File: src/rtl/branch_predictor_pkg.sv
// Shared types and constants for the BTB-based branch predictor.
package branch_predictor_pkg;

  // Matches the CPU-wide program counter width.
  localparam int PC_SIZE = 16;

  typedef enum logic [1:0] {
    CNT_SNT = 2'd0,
    CNT_WNT = 2'd1,
    CNT_WT  = 2'd2,
    CNT_ST  = 2'd3
  } cnt_state_e;

  // Tag is kept full PC width so the struct is independent of ENTRIES; unused upper bits stay 0.
  typedef struct packed {
    logic               valid;
    logic [PC_SIZE-1:0] tag;
    logic [PC_SIZE-1:0] target;
    cnt_state_e         cnt;
  } btb_entry_t;

  localparam cnt_state_e CNT_RESET       = CNT_WNT;
  localparam cnt_state_e CNT_ALLOC_JUMP  = CNT_ST;
  localparam cnt_state_e CNT_ALLOC_BR    = CNT_WT;

endpackage

File: src/rtl/branch_predictor_if.sv
// Resolved control-flow feedback from execute into the predictor.
interface branch_feedback_ifc;
  import branch_predictor_pkg::*;

  logic               branch;
  logic               jump;
  logic [PC_SIZE-1:0] pc;
  logic [PC_SIZE-1:0] predict_target;
  logic [PC_SIZE-1:0] feedback_target;
  logic               predict_taken;
  logic               feedback_taken;

  modport out (output branch, jump, pc, predict_target, feedback_target, predict_taken, feedback_taken);
  modport in  (input  branch, jump, pc, predict_target, feedback_target, predict_taken, feedback_taken);
  modport master (output branch, jump, pc, predict_target, feedback_target, predict_taken, feedback_taken);
  modport slave  (input  branch, jump, pc, predict_target, feedback_target, predict_taken, feedback_taken);
endinterface

File: src/rtl/branch_predictor_sat_counter2.sv
// Next state of a 2-bit saturating taken/not-taken counter.
module sat_counter2
  import branch_predictor_pkg::*;
(
  input  cnt_state_e cur,
  input  logic       taken,
  output cnt_state_e nxt
);
  always_comb begin
    nxt = cur;
    if (taken) begin
      if (cur != CNT_ST) nxt = cnt_state_e'(cur + 2'd1);
    end else begin
      if (cur != CNT_SNT) nxt = cnt_state_e'(cur - 2'd1);
    end
  end
endmodule

File: src/rtl/branch_predictor.sv
// Direct-mapped BTB with 2-bit counters; zero-latency lookup, update at next edge.
module branch_predictor
  import branch_predictor_pkg::*;
#(
  parameter int ENTRIES = 16
) (
  input  logic               clk,
  input  logic               rst,
  input  logic [PC_SIZE-1:0] fetch_pc,
  output logic               predict_taken,
  output logic [PC_SIZE-1:0] predict_target,
  branch_feedback_ifc.in     feedback,
  output logic [15:0]        branch_count,
  output logic [15:0]        mispredict_count
);
  localparam int IDX_W = $clog2(ENTRIES);

  btb_entry_t table_q [ENTRIES];

  // Lookup; rst masks hits so the reset cycle already looks empty.
  logic [IDX_W-1:0]   f_idx;
  logic [PC_SIZE-1:0] f_tag;
  btb_entry_t         f_ent;
  logic               f_hit;

  always_comb begin
    f_idx          = fetch_pc[IDX_W-1:0];
    f_tag          = fetch_pc >> IDX_W;
    f_ent          = table_q[f_idx];
    f_hit          = f_ent.valid && (f_ent.tag == f_tag) && !rst;
    predict_taken  = f_hit && f_ent.cnt[1];
    predict_target = predict_taken ? f_ent.target : PC_SIZE'(fetch_pc + 1'b1);
  end

  // Update path
  logic [IDX_W-1:0]   u_idx;
  logic [PC_SIZE-1:0] u_tag;
  btb_entry_t         u_cur, u_new;
  logic               u_hit, u_we, fb_valid, mispredict;
  cnt_state_e         cnt_nxt;

  sat_counter2 u_sat (
    .cur   (u_cur.cnt),
    .taken (feedback.feedback_taken),
    .nxt   (cnt_nxt)
  );

  always_comb begin
    fb_valid = feedback.branch || feedback.jump;
    u_idx    = feedback.pc[IDX_W-1:0];
    u_tag    = feedback.pc >> IDX_W;
    u_cur    = table_q[u_idx];
    u_hit    = u_cur.valid && (u_cur.tag == u_tag);
    u_new    = u_cur;
    u_we     = 1'b0;
    if (feedback.jump) begin
      // Jumps win over branch; hit and miss both end as a strong-taken entry.
      u_we  = 1'b1;
      u_new = '{valid: 1'b1, tag: u_tag, target: feedback.feedback_target, cnt: CNT_ALLOC_JUMP};
    end else if (feedback.branch) begin
      if (u_hit) begin
        u_we      = 1'b1;
        u_new.cnt = cnt_nxt;
        if (feedback.feedback_taken) u_new.target = feedback.feedback_target;
      end else if (feedback.feedback_taken) begin
        u_we  = 1'b1;
        u_new = '{valid: 1'b1, tag: u_tag, target: feedback.feedback_target, cnt: CNT_ALLOC_BR};
      end
    end
    mispredict = fb_valid &&
                 ((feedback.predict_taken != feedback.feedback_taken) ||
                  (feedback.predict_taken && feedback.feedback_taken &&
                   (feedback.predict_target != feedback.feedback_target)));
  end

  always_ff @(posedge clk) begin
    if (rst) begin
      for (int i = 0; i < ENTRIES; i++)
        table_q[i] <= '{valid: 1'b0, tag: '0, target: '0, cnt: CNT_RESET};
      branch_count     <= '0;
      mispredict_count <= '0;
    end else begin
      if (u_we) table_q[u_idx] <= u_new;
      if (fb_valid && branch_count != 16'hFFFF)     branch_count     <= branch_count + 16'd1;
      if (mispredict && mispredict_count != 16'hFFFF) mispredict_count <= mispredict_count + 16'd1;
    end
  end

endmodule

File: src/flat_wrapper.sv
// flat-port wrapper written by rule: the top's interface ports become plain ports
module branch_predictor_flat import branch_predictor_pkg::*;
#(
  parameter int ENTRIES = 16
)
  (clk, rst, fetch_pc, predict_taken, predict_target, branch_count, mispredict_count, feedback_branch, feedback_jump, feedback_pc, feedback_predict_target, feedback_feedback_target, feedback_predict_taken, feedback_feedback_taken);
  branch_feedback_ifc feedback_i ();
  input  logic clk;
  input  logic rst;
  input  logic [PC_SIZE-1:0] fetch_pc;
  output logic predict_taken;
  output logic [PC_SIZE-1:0] predict_target;
  output logic [15:0] branch_count;
  output logic [15:0] mispredict_count;
  input wire logic [$bits(feedback_i.branch)-1:0] feedback_branch;
  input wire logic [$bits(feedback_i.jump)-1:0] feedback_jump;
  input wire logic [$bits(feedback_i.pc)-1:0] feedback_pc;
  input wire logic [$bits(feedback_i.predict_target)-1:0] feedback_predict_target;
  input wire logic [$bits(feedback_i.feedback_target)-1:0] feedback_feedback_target;
  input wire logic [$bits(feedback_i.predict_taken)-1:0] feedback_predict_taken;
  input wire logic [$bits(feedback_i.feedback_taken)-1:0] feedback_feedback_taken;
  assign feedback_i.branch = feedback_branch;
  assign feedback_i.jump = feedback_jump;
  assign feedback_i.pc = feedback_pc;
  assign feedback_i.predict_target = feedback_predict_target;
  assign feedback_i.feedback_target = feedback_feedback_target;
  assign feedback_i.predict_taken = feedback_predict_taken;
  assign feedback_i.feedback_taken = feedback_feedback_taken;
  branch_predictor #(.ENTRIES(ENTRIES)) u_core (.clk(clk), .rst(rst), .fetch_pc(fetch_pc), .predict_taken(predict_taken), .predict_target(predict_target), .feedback(feedback_i), .branch_count(branch_count), .mispredict_count(mispredict_count));
endmodule
File: config.mk
export PLATFORM = sky130hd
export DESIGN_NAME = branch_predictor_flat
export DESIGN_NICKNAME = d
export VERILOG_FILES = /design/src/rtl/branch_predictor_pkg.sv /design/src/rtl/branch_predictor_if.sv /design/src/rtl/branch_predictor_sat_counter2.sv /design/src/rtl/branch_predictor.sv /design/src/flat_wrapper.sv
export SDC_FILE = /design/constraint.sdc
export NUM_CORES = 1
export LEC_CHECK = 0
export CORE_MARGIN = 3
export CORE_UTILIZATION = 47
export DETAILED_ROUTE_END_ITERATION = 10
export PLACE_DENSITY = 0.67
export SYNTH_ARGS = -nofsm -noshare
export SYNTH_HDL_FRONTEND = slang
export SYNTH_SLANG_ARGS = --single-unit
File: constraint.sdc
create_clock -name clk -period 5.3 [get_ports clk]
set_clock_uncertainty 0.15 [all_clocks]
set_input_delay 0.795 -clock clk [delete_from_list [all_inputs] [get_ports clk]]
set_output_delay 0.795 -clock clk [all_outputs]
set_load 0.05 [all_outputs]
After elaboration in Yosys (flattened, before gate mapping)
Memories as Yosys holds them, arrays and structs flattened.
Index checks and enable logic that the tools add are counted.
- register bits after elaboration: 32
- RAM bits: 560
- logic and storage cells: 51
- memories: 1
- add/sub/neg operators: 5
- equal/unequal tests: 7
- muxes and demuxes: 22
- reductions and logical operators: 14
- memory list (name ; words ; width ; read ports ; clocked after memory_dff ; write ports ; RTL line ; RTL):
    u_core.table_q ; 16 ; 35 ; 2 ; 0 ; 16 ; branch_predictor.sv:18 ; btb_entry_t table_q [ENTRIES];
- operators with widths (cell ; count):
    $mux 35 ; 4
    $add 16x1->16 const B ; 3
    $reduce_or 35->1 ; 1
    $eq 16x12->1 ; 2
    $mux 16 ; 2
    $ne 16x16->1 const B ; 2
    $mux 18 ; 1
    $mux 17 ; 1
    $ne 16x16->1 ; 1
    $mux 1 ; 10
    $logic_and 1x1->1 ; 9
    $mux 2 ; 3
    $mux 4 ; 1
    $add 2x1->2 const B ; 1
    $logic_or 1x1->1 ; 2
    $ne 2x2->1 const B ; 1
    $reduce_bool 2->1 ; 1
    $sub 2x1->2 const B ; 1
    $logic_not 1->1 ; 1
    $ne 1x1->1 ; 1

Longest topological paths before layout
An unclocked memory read counts as a cell.
- word-level depth: 11
- mapped depth: 16

Cells and area by module
Synthesis repeated with hierarchy kept, for this count alone.
- cell total of the unflattened synthesis: 2067
- area total of the unflattened synthesis: 30123.9 um2
- by module, submodules not included (module ; instances ; cells an instance ; area an instance (um2) ; seq. area each (um2)):
    branch_predictor ; 1 ; 2064 ; 30097.6 ; 17456.7
    sat_counter2 ; 1 ; 3 ; 26.3 ; 0.0

Worst setup path after synthesis
OpenSTA, ideal clock, no wires.
- path kind: input to output
- from: input fetch_pc[0]
- to: output predict_target[0]
- data arrival time: 4.401 ns
- required time: 4.355 ns
- setup slack: -0.046 ns
- stages: 10
- cells stage by stage: clkbuf_1 > buf_1 > mux4_2 > mux4_2 > xnor2_1 > nand3_1 > nor4b_1 > nand4_1 > clkbuf_1 > mux2i_1
- cells in the longest elaborated chain, start to end: 6
- elaborated cells between the ends (all ways): 7
- those cells by class: 1 x add/sub; 1 x eq/ne; 1 x mux; 3 x reduce/logical; 1 x memory
- ends and longest elaborated chain (element ; RTL line ; RTL):
    start: declaration ; flat_wrapper.sv:10 ; input logic [PC_SIZE-1:0] fetch_pc;
    $mem_v2 16x35 ; n/a ;
    $eq 16x12->1 ; branch_predictor.sv:30 ; f_hit = f_ent.valid && (f_ent.tag == f_tag) && !rst;
    $logic_and 1x1->1 (2 in a row) ; branch_predictor.sv:30 ;
    $logic_and 1x1->1 ; branch_predictor.sv:31 ; predict_taken = f_hit && f_ent.cnt[1];
    $mux 16 (*) ; branch_predictor.sv:32 ; predict_target = predict_taken ? f_ent.target : PC_SIZE'(fetch_pc + 1'b1);
    end: declaration ; flat_wrapper.sv:12 ; output logic [PC_SIZE-1:0] predict_target;
Mark *: on every way between the ends. The rest lies on a longest branch, timed or not.

Worst setup path after layout
- from: input fetch_pc[0]
- to: output predict_target[4]
The elaborated chain is that of the path after synthesis.

==> run metrics <==
CTS resizes=0; WS Path Type=input pin to output pin; initial core utilization=47.7%; slowest cell on the critical path=mux4_2; switch share=25.2%; max frequency=195 MHz; EDFF count, synth=560; Initial DRC Count=2789; worst hold path class=flip-flop to flip-flop; layout cells sized above 1=26.5%; internal power=8560 uW; status=complete, no violations; pre-CTS setup slack=28.2 ps; Tightest Pin Transition=1260 ps; DIE HEIGHT=262 um; Slew Viols, Final=0; hold_buf cts=0; final hold violations=0; die width=262 um; initial antenna violation count=0; site row count=93; Post-Synthesis Cells=2141; VDD IR-drop max=0.000231 V; DRC Markers=0; io pins=119; largest net degree at the start of global routing=53; Clk Latency, worst-skew pair=610 ps; setup violators final=0; Seq pwr share=47.6%; Root Driver=clkbuf_16; library cells used by synthesis=65; setup TNS=0 ps; vias per cell=6.41; Worst setup EP type=output pin; postcts setup bufs=0; gr usage total=27.7%; CP max FO=44; Area Growth Syn to Fin=16.0%; DP Wirelength=59.6 mm; CTS tree=done; crit path cell chain=clkbuf_8 -> buf_4 -> mux4_2 -> mux4_2 -> xnor2_1 -> and4_1 -> nand4_1 -> buf_4 -> mux2_2 -> buf_4; post-route insts no fill=3229; sequential area share after synthesis=56.6%; Post-synth top flop=edfxtp_1; Gate power share=13.1%; die area=0.0687 sq mm; core area=0.0647 sq mm; first-pass GRT wire length=138 mm; H-tree levels=3; Routed WL=93.6 mm; Post-synth ARST share=0%; fin crit share=96.6%; most numerous cell on the critical path=buf_4; Startpoint Class=input pin; Syn Area/Cell=14.4 sq um; gr ovfl total=0; CTS buffer count=66; critical path's largest stage delay=570 ps; Synth warnings=0; dpl cells=3108; worst endpoint required time=4360 ps; synthesized area=0.0308 sq mm; Port Buf Inserts=118; vias in the first global route=20.9k; Leakage Power=0.0125 uW; fin nets=2395; Seq cells post-synth=592; Clk pin slew, worst setup/hold paths=60 ps; Max-slew headroom=15.3%; drt pass-1 iters=5; Clock power frac=39.3%; CTS sink cnt=592; RSZ-0062 raised after global routing=false; vias=20.7k; CTS Buffer Depth=3; Critical Path AT=4170 ps; routed len/inst=29.0 um; fin worst setup slack=182 ps; Max Cap Viol=0; NetSw=2890 uW; post-route antenna net violation count=0; PD cells=320 mW/mm^2; RePlAce Congestion=0.888; minimum clock period=5120 ps
logic make-up after synthesis:
kind of cell             count (synthesis)  synth area share (%)
buffers and inverters                  225                  3.43
flip-flops                             592                  56.6
AND/OR/NAND/NOR                        770                  11.1
XOR/XNOR                                80                  2.27
other                                    1                0.0122
multiplexers                           356                  23.7
adder cells (fa/ha/maj)                  5                 0.195
AO/OA/AOI/OAI                          112                  2.72
critical path, delay by kind of cell:
kind | cells | cell delay, ps
XOR/XNOR | 1 | 170
multiplexers | 3 | 1550
buffers and inverters | 4 | 1250
AND/OR/NAND/NOR | 2 | 310
metal layers:
metal	share of wire [%]	wire length, um	up-vias	track usage, %
li1	-	-	8511	-
met5	0	0	-	0
met4	4.2	3930	0	11.6
met2	47	44000	1378	43.5
met3	12	10800	211	6.19
met1	37	34800	10600	37.7
flip-flops by register name, indices dropped and copies added (netlist names):
register	count
u_core.mispredict_count	16
u_core.branch_count	16
u_core.table_q	560
Yosys cell counts, drive strengths merged, types with 3 or more instances:
| library cell | count | area [sq um] |
|---|---|---|
| nor2b | 14 | 87.6 |
| and3 | 11 | 70.1 |
| or4b | 6 | 60.1 |
| a211oi | 12 | 120 |
| a22o | 4 | 35.0 |
| a22oi | 8 | 70.1 |
| or3 | 12 | 75.1 |
| o211a | 4 | 40.0 |
| or2 | 3 | 18.8 |
| ha | 4 | 50.1 |
| a31oi | 8 | 65.1 |
| a21oi | 37 | 196 |
| and4 | 6 | 52.6 |
| nand2 | 52 | 195 |
| buf | 91 | 553 |
| mux2i | 39 | 390 |
| nor4 | 3 | 18.8 |
| inv | 30 | 113 |
| nor4b | 9 | 78.8 |
| nor3 | 10 | 50.1 |
| nand3 | 41 | 205 |
| nand4 | 26 | 163 |
| a2111oi | 4 | 72.6 |
| mux2 | 21 | 236 |
| o211ai | 3 | 22.5 |
| xor2 | 29 | 254 |
| o21ai | 17 | 85.1 |
| nand2b | 38 | 238 |
| dfxtp | 32 | 641 |
| edfxtp | 560 | 16800 |
| and2 | 6 | 37.5 |
| xnor2 | 51 | 447 |
| nor2 | 518 | 1940 |
| clkbuf | 104 | 390 |
| a31o | 3 | 26.3 |
| mux4 | 296 | 6670 |
| or4 | 5 | 37.5 |
power groups by stage:
stage | combinational, uW | clock, uW | sequential [uW]
after floorplan | 931 | 0 | 5510
after global placement | 1470 | 0 | 5530
after detailed placement | 1490 | 0 | 5540
after CTS | 1490 | 4550 | 5450
after global routing | 1580 | 4730 | 5470
final | 1500 | 4500 | 5450
final cells by class:
| cell class | instances | area [sq um] |
|---|---|---|
| diodes | 1 | 2.50 |
| clock buffers | 83 | 1740 |
| clock inverters | 37 | 352 |
| fillers | 5134 | 28900 |
| inverters | 30 | 113 |
| multi-input cells | 1387 | 12600 |
| flip-flops and latches | 592 | 17500 |
| well taps | 855 | 1070 |
| repair buffers | 244 | 2410 |
placed cells by master, fill, tap and decap left out, types with 6 or more instances in the layout:
| cell | count |
|---|---|
| conb_1 | 64 |
| nand3_1 | 41 |
| nand2b_2 | 16 |
| and4_1 | 6 |
| or3_1 | 7 |
| nand2b_1 | 22 |
| buf_12 | 27 |
| a31oi_1 | 7 |
| clkinv_2 | 8 |
| mux2i_1 | 38 |
| a211oi_1 | 6 |
| inv_6 | 6 |
| buf_4 | 118 |
| xor2_1 | 29 |
| and2_1 | 6 |
| nor4b_1 | 9 |
| nor3_1 | 10 |
| nand4_1 | 26 |
| a21oi_1 | 34 |
| clkdlybuf4s50_1 | 92 |
| dfxtp_1 | 32 |
| clkinv_1 | 12 |
| inv_1 | 25 |
| a211oi_2 | 6 |
| and3_1 | 10 |
| clkbuf_16 | 67 |
| edfxtp_1 | 560 |
| nand2_1 | 52 |
| a22oi_1 | 6 |
| clkbuf_1 | 16 |
| mux2_2 | 21 |
| o21ai_0 | 16 |
| mux4_2 | 296 |
| nor2b_1 | 14 |
| nor2_1 | 517 |
| xnor2_1 | 51 |
final timing paths:
kind | startpoint | slack, ps | depth (start not counted) | to
setup / recovery | fetch_pc[0] | 180 | 10 | predict_target[4]
setup reg to reg | u_core.table_q[5][24] | 750 | 9 | u_core.table_q[9][31]
hold reg to reg | u_core.branch_count[12] | 360 | 2 | u_core.branch_count[12]
hold / removal | u_core.branch_count[12] | 360 | 2 | u_core.branch_count[12]
metrics by stage:
stage / power [uW] / utilization [%] / hold WS, ps / area, sq um
after floorplan: 6440 / - / 546 / 31100
final: 11400 / 55.3 / 363 / 35800
after global placement: 7000 / 52.0 / 345 / 33700
after global routing: 11800 / 55.3 / 400 / 35800
after CTS: 11500 / 55.3 / 366 / 35800
after detailed placement: 7030 / 52.0 / 355 / 33700
(Power assumes the default switching activity.)
